$ cat config.mk
export PLATFORM = sky130hd
export DESIGN_NAME = mcyc_ctrl
export DESIGN_NICKNAME = d
export VERILOG_FILES = /design/src/rtl/mcyc_ctrl_pkg.sv /design/src/rtl/mcyc_ctrl_hs_timer.sv /design/src/rtl/mcyc_ctrl.sv
export SDC_FILE = /design/constraint.sdc
export NUM_CORES = 1
export LEC_CHECK = 0
export CAP_MARGIN = 10
export CORE_MARGIN = 3
export CORE_UTILIZATION = 41
export DETAILED_ROUTE_END_ITERATION = 8
export PLACE_DENSITY = 0.91
export REMOVE_ABC_BUFFERS = 1
export SKIP_CTS_REPAIR_TIMING = 1
export SLEW_MARGIN = 20
export SYNTH_ARGS = -nofsm -noshare
export SYNTH_HDL_FRONTEND = slang
export SYNTH_SLANG_ARGS = --single-unit
$ cat constraint.sdc
create_clock -name i_clk -period 2 [get_ports i_clk]
set_input_delay 0.4 -clock i_clk [delete_from_list [all_inputs] [get_ports i_clk]]
set_output_delay 0.4 -clock i_clk [all_outputs]
set_load 0.005 [all_outputs]
$ cat src/rtl/mcyc_ctrl_pkg.sv
// Shared encodings for the multi-cycle controller: FSM states, next-PC
// select codes and the default handshake timeout.
package mcyc_ctrl_pkg;

  typedef enum logic [2:0] {
    StIdle   = 3'd0,
    StFetch  = 3'd1,
    StDecode = 3'd2,
    StExec   = 3'd3,
    StMem    = 3'd4,
    StWb     = 3'd5,
    StHalt   = 3'd6
  } state_e;

  localparam logic [1:0] PcSelSeq  = 2'b00;  // pc + 4
  localparam logic [1:0] PcSelImm  = 2'b01;  // pc + imm
  localparam logic [1:0] PcSelJalr = 2'b10;  // jalr target

  localparam int unsigned TmoCycDefault = 255;

endpackage

$ cat src/rtl/mcyc_ctrl_hs_timer.sv
// Handshake wait counter: counts stalled cycles and flags the cycle whose
// stall would reach the limit.
module hs_timer (
  input  logic       clk,
  input  logic       rst,
  input  logic       clear,
  input  logic       inc,
  input  logic [7:0] limit,
  output logic       expired
);

  logic [7:0] cnt_q;

  always_ff @(posedge clk) begin
    if (!rst) begin
      cnt_q <= 8'd0;
    end else if (clear) begin
      cnt_q <= 8'd0;
    end else if (inc) begin
      cnt_q <= cnt_q + 8'd1;
    end
  end

  // A cycle with ready/ack never increments, so it can never expire.
  assign expired = inc && !clear && ((cnt_q + 8'd1) == limit);

endmodule

$ cat src/rtl/mcyc_ctrl.sv
// Multi-cycle instruction sequencer: fetch, decode, execute, optional
// memory access and write-back, with handshake timeouts and sticky halt.
module mcyc_ctrl
  import mcyc_ctrl_pkg::*;
#(
  parameter int unsigned TMO_CYC = TmoCycDefault
) (
  input  logic        i_clk,
  input  logic        i_rst,
  output logic        o_imem_req,
  input  logic        i_imem_ready,
  input  logic [31:0] i_imem_rdata,
  output logic [31:0] o_ir,
  input  logic        i_dec_jal,
  input  logic        i_dec_jalr,
  input  logic        i_dec_brch,
  input  logic        i_dec_mem_rden,
  input  logic        i_dec_mem_wren,
  input  logic        i_dec_illegal,
  input  logic        i_dec_ebreak,
  input  logic        i_brch_taken,
  output logic        o_dmem_req,
  output logic        o_dmem_we,
  input  logic        i_dmem_ack,
  output logic        o_rf_wen,
  output logic        o_pc_en,
  output logic [1:0]  o_pc_sel,
  output logic        o_halt,
  output logic        o_err,
  output logic [2:0]  o_state
);

  state_e      state_q, state_d;
  logic [31:0] ir_q;
  logic        taken_q;
  logic        err_q;
  logic        ir_load;
  logic        err_set;
  logic        tmr_clear, tmr_inc, tmr_expired;

  always_ff @(posedge i_clk) begin
    if (!i_rst) begin
      state_q <= StIdle;
      ir_q    <= 32'd0;
      taken_q <= 1'b0;
      err_q   <= 1'b0;
    end else begin
      state_q <= state_d;
      if (ir_load) ir_q <= i_imem_rdata;
      if (state_q == StExec) taken_q <= i_brch_taken;
      if (err_set) err_q <= 1'b1;
    end
  end

  // Counter is held at zero outside the waiting states, so it starts at zero on entry.
  assign tmr_clear = !((state_q == StFetch) || (state_q == StMem));
  assign tmr_inc   = ((state_q == StFetch) && !i_imem_ready) ||
                     ((state_q == StMem) && !i_dmem_ack);

  hs_timer u_hs_timer (
    .clk     (i_clk),
    .rst     (i_rst),
    .clear   (tmr_clear),
    .inc     (tmr_inc),
    .limit   (TMO_CYC[7:0]),
    .expired (tmr_expired)
  );

  always_comb begin
    state_d    = state_q;
    ir_load    = 1'b0;
    err_set    = 1'b0;
    o_imem_req = 1'b0;
    o_dmem_req = 1'b0;
    o_dmem_we  = 1'b0;
    o_rf_wen   = 1'b0;
    o_pc_en    = 1'b0;
    o_pc_sel   = PcSelSeq;
    case (state_q)
      StIdle: state_d = StFetch;
      StFetch: begin
        o_imem_req = 1'b1;
        if (i_imem_ready) begin
          ir_load = 1'b1;
          state_d = StDecode;
        end else if (tmr_expired) begin
          err_set = 1'b1;
          state_d = StHalt;
        end
      end
      StDecode: begin
        if (i_dec_ebreak) begin
          state_d = StHalt;
        end else if (i_dec_illegal) begin
          err_set = 1'b1;
          state_d = StHalt;
        end else begin
          state_d = StExec;
        end
      end
      StExec: state_d = (i_dec_mem_rden || i_dec_mem_wren) ? StMem : StWb;
      StMem: begin
        o_dmem_req = 1'b1;
        o_dmem_we  = i_dec_mem_wren;
        if (i_dmem_ack) begin
          state_d = StWb;
        end else if (tmr_expired) begin
          err_set = 1'b1;
          state_d = StHalt;
        end
      end
      StWb: begin
        o_pc_en  = 1'b1;
        o_rf_wen = !(i_dec_mem_wren || i_dec_brch);
        if (i_dec_jal || (i_dec_brch && taken_q)) begin
          o_pc_sel = PcSelImm;
        end else if (i_dec_jalr) begin
          o_pc_sel = PcSelJalr;
        end
        state_d = StFetch;
      end
      StHalt:  state_d = StHalt;
      default: state_d = StIdle;
    endcase
  end

  assign o_ir    = ir_q;
  assign o_halt  = (state_q == StHalt);
  assign o_err   = err_q;
  assign o_state = state_q;

endmodule

==> qor.txt, run 1 <==
most common cell after layout, fill and taps aside: clkdlybuf4s50_1
DR WL/cell: 13.8 um
final total power: 2080 uW
Placed Instances: 374
upper clock frequency limit: 528 MHz
total track usage: 17.4%
minimum clock period: 1.89 ns
WP data required: 1.60 ns
# nets final: 378
YS warnings: 0
area added between synthesis and finish: 57.6%
largest net degree at the start of global routing: 33
Initial Util: 43.8%
first-pass GRT wire length: 7.63 mm
Antenna Nets Post-Route: 0
mean area per synthesized cell: 8.26 um^2
initial antenna violation count: 0
GPL Wtd Cong: 0.900
leakage power: 0.00122 uW
DRT iter0 DRCs: 103
CTS tree: yes
Placed Area: 0.00294 mm^2
Startpoint Class: input port
First-pass DRT Iterations: 5
leading cell types in the layout, fill and taps excluded: clkdlybuf4s50_1 (81), nand2_1 (71), dfxtp_1 (42)
worst endpoint data arrival time: 1.49 ns
worst flop-to-flop path startpoint: o_state[0]$_SDFF_PN0_
hold crit path type: reg -> reg
core area: 0.00450 mm^2
cts bufs inserted: 5
Crit. Startpoint: i_dec_jal
via count: 1,938
clock-pin slew on the worst setup and hold paths: 0.08 ns
vias per inst: 5.05
Root Buffer: clkbuf_8
number of global-route vias before repair: 1,665
number of port buffers: 87
# rows: 24
grt ovf: 0
clk_lat worst skew: 0.30 ns
status: completed
Setup CP Type: in -> out
final slew viol count: 0
CP endpoint kind: primary output
die height: 75.4 um
sequential area share after synthesis: 45.6%
HPWL Detailed: 3.95 mm
Antenna diodes: 0
Post-Route WL: 5.29 mm
die footprint: 0.00568 mm^2
Min Hold Slack: 0.453 ns
synthesized area: 0.00197 mm^2
DR DRC count: 0
clk_skew: 0.00929 ns
Synth Instances: 239
H-Tree Depth: 2
Clock Sinks: 45
Netlist cell types: 38
hold path startpoint: o_ir[21]$_SDFFE_PN0P_
max-cap violation count: 0
final setup TNS: 0 ns
Peak supply drop: 0.000321 V
Hold Vio Cnt, Final: 0
Final setup viols: 0
register bit total from synthesis: 45
Finished Layout Cells: 384
crit share post-route: 94.6%
Worst Path Max Fanout: 2
Worst-Margin Slew: 0.569 ns
cell area after layout: 0.00311 mm^2
RSZ-0062 raised after global routing: no
Bufs on Longest Clock Path: 2
Die X: 75.4 um
slew margin rel.: 61.8%
I/O pin count: 88
PwrDens: 670 mW/mm^2
share of cells above drive strength 1: 8.73%
==> worst paths after layout <==
path / end / slack (ns) / depth (start not counted)
worst max-delay path: o_pc_sel[0] / 0.11 / 4
worst max register to register: u_hs_timer.cnt_q[4]$_SDFFE_PN0P_ / 0.25 / 7
worst min-delay path: o_ir[21]$_SDFFE_PN0P_ / 0.45 / 2
worst min register to register: o_ir[21]$_SDFFE_PN0P_ / 0.45 / 2
==> worst max-delay path, cell delays in order <==
cell             delay [ns]
clkdlybuf4s50_1        0.47
a21oi_2                0.04
nor2_1                 0.08
clkdlybuf4s50_1        0.50
==> routing by layer <==
layer	global-route usage, %	wire, um	up-vias
li1	-	-	981
met1	21.5	2210	892
met2	30.5	2700	61
met3	3.96	367	4
met4	4.66	17	0
met5	0	0	-
==> sequential cells by signal, summed over array words and instances, names as in the netlist <==
register          count
o_state               3
u_hs_timer.cnt_q      8
o_err                 1
o_ir                 32
taken_q               1
==> kinds of logic (layout without fill, tap and decap cells) <==
| family | Yosys count | in the layout | synth area share [%] |
|---|---|---|---|
| simple gates | 112 | 112 | 25.5 |
| compound gates | 52 | 52 | 18.9 |
| flops | 45 | 45 | 45.6 |
| buf+inv | 19 | 112 | 4.69 |
| xor+xnor | 8 | 8 | 3.55 |
| fa+ha+maj | 2 | 2 | 1.27 |
| mux | 1 | 1 | 0.507 |
==> Yosys cell counts (all sizes together) <==
master / count / area [um^2]
a211oi: 2 / 15.0
a21boi: 32 / 240
a21oi: 5 / 36.3
a31oi: 1 / 6.26
a32o: 1 / 10.0
and2: 4 / 25.0
and3: 2 / 12.5
and4: 1 / 8.76
buf: 6 / 43.8
clkbuf: 9 / 33.8
dfxtp: 45 / 901
ha: 2 / 25.0
inv: 4 / 15.0
mux2i: 1 / 10.0
nand2: 71 / 267
nand2b: 3 / 18.8
nand3: 5 / 25.0
nand4: 4 / 25.0
nand4b: 1 / 8.76
nor2: 13 / 56.3
nor2b: 2 / 12.5
nor3: 2 / 10.0
nor4b: 1 / 8.76
o211ai: 1 / 7.51
o21a: 1 / 7.51
o21ai: 7 / 35.0
o22ai: 1 / 6.26
o311ai: 1 / 8.76
or2b: 1 / 7.51
or3b: 2 / 17.5
xnor2: 2 / 17.5
xor2: 6 / 52.6
==> stage by stage <==
stage,utilization [%],setup slack [ns]
3_5_place_dp,65.3,-0.0780
3_3_place_gp,65.3,-0.0586
6_report,69.1,0.107
5_1_grt,69.1,0.0495
4_1_cts,67.6,-0.153
2_1_floorplan,-,0.167
==> cell type report <==
class / instances / area [um^2]
Clock inverter: 2 / 35.0
Sequential cell: 45 / 912
Tap cell: 52 / 65.1
Fill cell: 348 / 1390
Multi-Input combinational cell: 175 / 995
Clock buffer: 5 / 68.8
Timing Repair Buffer: 101 / 1020
Inverter: 4 / 15.0
==> where the power goes <==
group / internal, uW / leakage (uW) / switching (uW)
clock network: 363 / 0.0000540 / 290
logic: 266 / 0.000794 / 183
registers: 948 / 0.000368 / 33.9
Note: power is estimated with default switching activity, not from simulation.
==> run 2, diff against run 1 <==
--- a/config.mk
+++ b/config.mk
@@ -6,10 +6,9 @@
 export NUM_CORES = 1
 export LEC_CHECK = 0
 export CAP_MARGIN = 10
-export CORE_MARGIN = 3
 export CORE_UTILIZATION = 41
 export DETAILED_ROUTE_END_ITERATION = 8
-export PLACE_DENSITY = 0.91
+export PLACE_DENSITY = 0.79
 export REMOVE_ABC_BUFFERS = 1
 export SKIP_CTS_REPAIR_TIMING = 1
 export SLEW_MARGIN = 20
==> run 2 against run 1 <==
  * The flow now finishes with violations (design-rule violations)
  * Global-route usage up 2.6 points
  * Critical path depth unchanged
  * Clock skew down 0.00080 ns
  * Setup slack worse by 0.0018 ns
  * Worst hold slack better by 0.00093 ns
  * Combinational power down 1%
  * Sequential cell count unchanged
  * Clock power down 12%
  * Count of clock-buffer cells in the layout unchanged
  * Via count down 1.4%
  * Critical path type is now reg -> out
  * Largest power group unchanged
==> qor.txt, run 2 (same netlist as run 1, synthesis figures left out) <==
Hold Vio Cnt, Final: 0 (unchanged)
RSZ-0062 raised after global routing: no (unchanged)
CTS tree: yes (unchanged)
crit share post-route: 94.7% (was 94.6%)
Initial Util: 43.8% (unchanged)
cell area after layout: 0.00311 mm^2 (about the same)
via count: 1,911 (was 1,938)
Crit-path slowest cell: clkdlybuf4s50_1 (unchanged)
routed length on met3: 323 um (was 367 um)
Crit path buffers/inverters: 3 (was 2)
area added between synthesis and finish: 57.5% (was 57.6%)
DR WL/cell: 13.0 um (was 13.8 um)
Peak supply drop: 0.000418 V (was 0.000321 V)
Largest register FFs: 32 (unchanged)
DR DRC count: 11 (was 0)
# nets final: 378 (unchanged)
fill cell count: 378 (was 348)
clk_skew: 0.00848 ns (was 0.00929 ns)
Clock Sinks: 45 (unchanged)
CP endpoint kind: primary output (unchanged)
initial antenna violation count: 0 (unchanged)
Worst R2R Setup Slack: 0.30 ns (was 0.25 ns)
WP data required: 1.60 ns (about the same)
Die X: 71.4 um (was 75.4 um)
First-pass DRT Iterations: 6 (was 5)
H-Tree Depth: 2 (unchanged)
worst flop-to-flop path startpoint: o_state[2]$_SDFF_PN0_ (was o_state[0]$_SDFF_PN0_)
Setup CP Type: reg -> out (was in -> out)
Multi-input gate area: 1000 um^2 (was 995 um^2)
Final WS setup: 0.105 ns (was 0.107 ns)
Bufs on Longest Clock Path: 2 (unchanged)
Placed Area: 0.00295 mm^2 (was 0.00294 mm^2)
Hold Crit Endpoint: o_ir[31]$_SDFFE_PN0P_ (was o_ir[21]$_SDFFE_PN0P_)
Antenna Nets Post-Route: 0 (unchanged)
Reg2Reg Depth: 6 (was 7)
HPWL Detailed: 3.45 mm (was 3.95 mm)
first-pass GRT wire length: 8.06 mm (was 7.63 mm)
worst endpoint data arrival time: 1.49 ns (about the same)
final slew viol count: 0 (unchanged)
Routed met2 length: 2.36 mm (was 2.70 mm)
status: finished, violations left (was completed)
failing checks: design-rule violations
most common cell after layout, fill and taps aside: clkdlybuf4s50_1 (unchanged)
largest net degree at the start of global routing: 34 (was 33)
Antenna diodes: 0 (unchanged)
leading cell types in the layout, fill and taps excluded: clkdlybuf4s50_1 (81), nand2_1 (71), dfxtp_1 (42) (unchanged)
I/O pin count: 88 (unchanged)
Worst Path Max Fanout: 5 (was 2)
Root Buffer: clkbuf_8 (unchanged)
vias per inst: 4.96 (was 5.05)
Reg-to-Reg End: u_hs_timer.cnt_q[7]$_SDFFE_PN0P_ (was u_hs_timer.cnt_q[4]$_SDFFE_PN0P_)
grt ovf: 0 (unchanged)
Hold Path Stages: 2 (unchanged)
clk_lat worst skew: 0.30 ns (about the same)
slew margin rel.: 59.7% (was 61.8%)
cts bufs inserted: 5 (unchanged)
worst-path cell chain: inv_1 > buf_4 > nor2_1 > clkdlybuf4s50_1 (was clkdlybuf4s50_1 > a21oi_2 > nor2_1 > clkdlybuf4s50_1)
sum of routed wire segments on met1: 2.21 mm (about the same)
leakage power: 0.00120 uW (was 0.00122 uW)
GPL Wtd Cong: 0.801 (was 0.900)
Startpoint Class: register (was input port)
DRT iter0 DRCs: 109 (was 103)
share of cells above drive strength 1: 9.91% (was 8.73%)
total track usage: 20.0% (was 17.4%)
number of port buffers: 87 (unchanged)
Post-Route WL: 4.99 mm (was 5.29 mm)
fin util: 69.1% (about the same)
minimum clock period: 1.89 ns (about the same)
Worst-Margin Slew: 0.601 ns (was 0.569 ns)
# rows: 24 (unchanged)
hold path startpoint: o_ir[31]$_SDFFE_PN0P_ (was o_ir[21]$_SDFFE_PN0P_)
die footprint: 0.00510 mm^2 (was 0.00568 mm^2)
Final setup viols: 0 (unchanged)
clock-pin slew on the worst setup and hold paths: 0.09 ns (was 0.08 ns)
Setup WS pre-CTS: -0.0561 ns (was -0.0780 ns)
die height: 71.4 um (was 75.4 um)
Crit path max-delay family: buffers and inverters (unchanged)
Max Used Layer: met4 (unchanged)
Reg area: 912 um^2 (unchanged)
Worst path max stage delay: 0.51 ns (was 0.50 ns)
max-cap violation count: 0 (unchanged)
upper clock frequency limit: 528 MHz (about the same)
hold crit path type: reg -> reg (unchanged)
PwrDens: 642 mW/mm^2 (was 670 mW/mm^2)
number of global-route vias before repair: 1,774 (was 1,665)
final setup TNS: 0 ns (unchanged)
core area: 0.00450 mm^2 (unchanged)
final total power: 2000 uW (was 2080 uW)
## run 2: cell types whose count changed in the layout (fill, tap and decap cells not counted), sizes merged
cell / delta
inv: +1
bufinv: -1
clkinvlp: +1
dlymetal6s2s: -1
buf: +1
## run 2: worst max-delay path by stage
stage	from	endpoint	slack [ns]	depth (start not counted)
floorplan	o_state[0]$_SDFF_PN0_	o_ir[0]$_SDFFE_PN0P_	0.17	5
global placement	i_dec_brch	o_pc_sel[1]	-0.04	4
detailed placement	i_dec_brch	o_pc_sel[1]	-0.06	4
CTS	o_state[0]$_SDFF_PN0_	o_pc_sel[1]	-0.16	4
global route	o_state[2]$_SDFF_PN0_	o_dmem_req	0.002	4
finish	o_state[2]$_SDFF_PN0_	o_halt	0.11	4
## run 2: layout make-up
cell class	instances	area share, %
Multi-Input combinational cell	175	32.1
Inverter	4	0.483
Tap cell	52	2.09
Clock buffer	5	2.21
Clock inverter	3	0.684
Sequential cell	45	29.3
Timing Repair Buffer	101	33.1
## run 2: stage by stage
stage / std cells / hold slack (ns)
floorplan: 224 / 0.451
global placement: 373 / 0.441
detailed placement: 373 / 0.446
CTS: 381 / 0.459
global route: 385 / 0.477
finish: 385 / 0.454
## run 2: tightest hold or removal path, delay by kind of cell, from the launching register on
| family | cells | cell delay, ns |
|---|---|---|
| flops | 1 | 0.32 |
| simple gates | 1 | 0.05 |
| compound gates | 1 | 0.05 |
## run 2: power by group
part / internal, uW / switching [uW] / total [uW] / leakage, uW
sequential: 948 / 33.0 / 981 / 0.000368
combinational: 267 / 176 / 443 / 0.000787
clock: 248 / 326 / 574 / 0.0000445
total: 1460 / 535 / 2000 / 0.00120
## run 2: layer usage
metal | global-route usage (%) | up-vias
met2 | 33.5 | 61
met4 | 7.11 | 0
met1 | 25.9 | 857
li1 | - | 981
met5 | 0 | -
met3 | 3.66 | 12
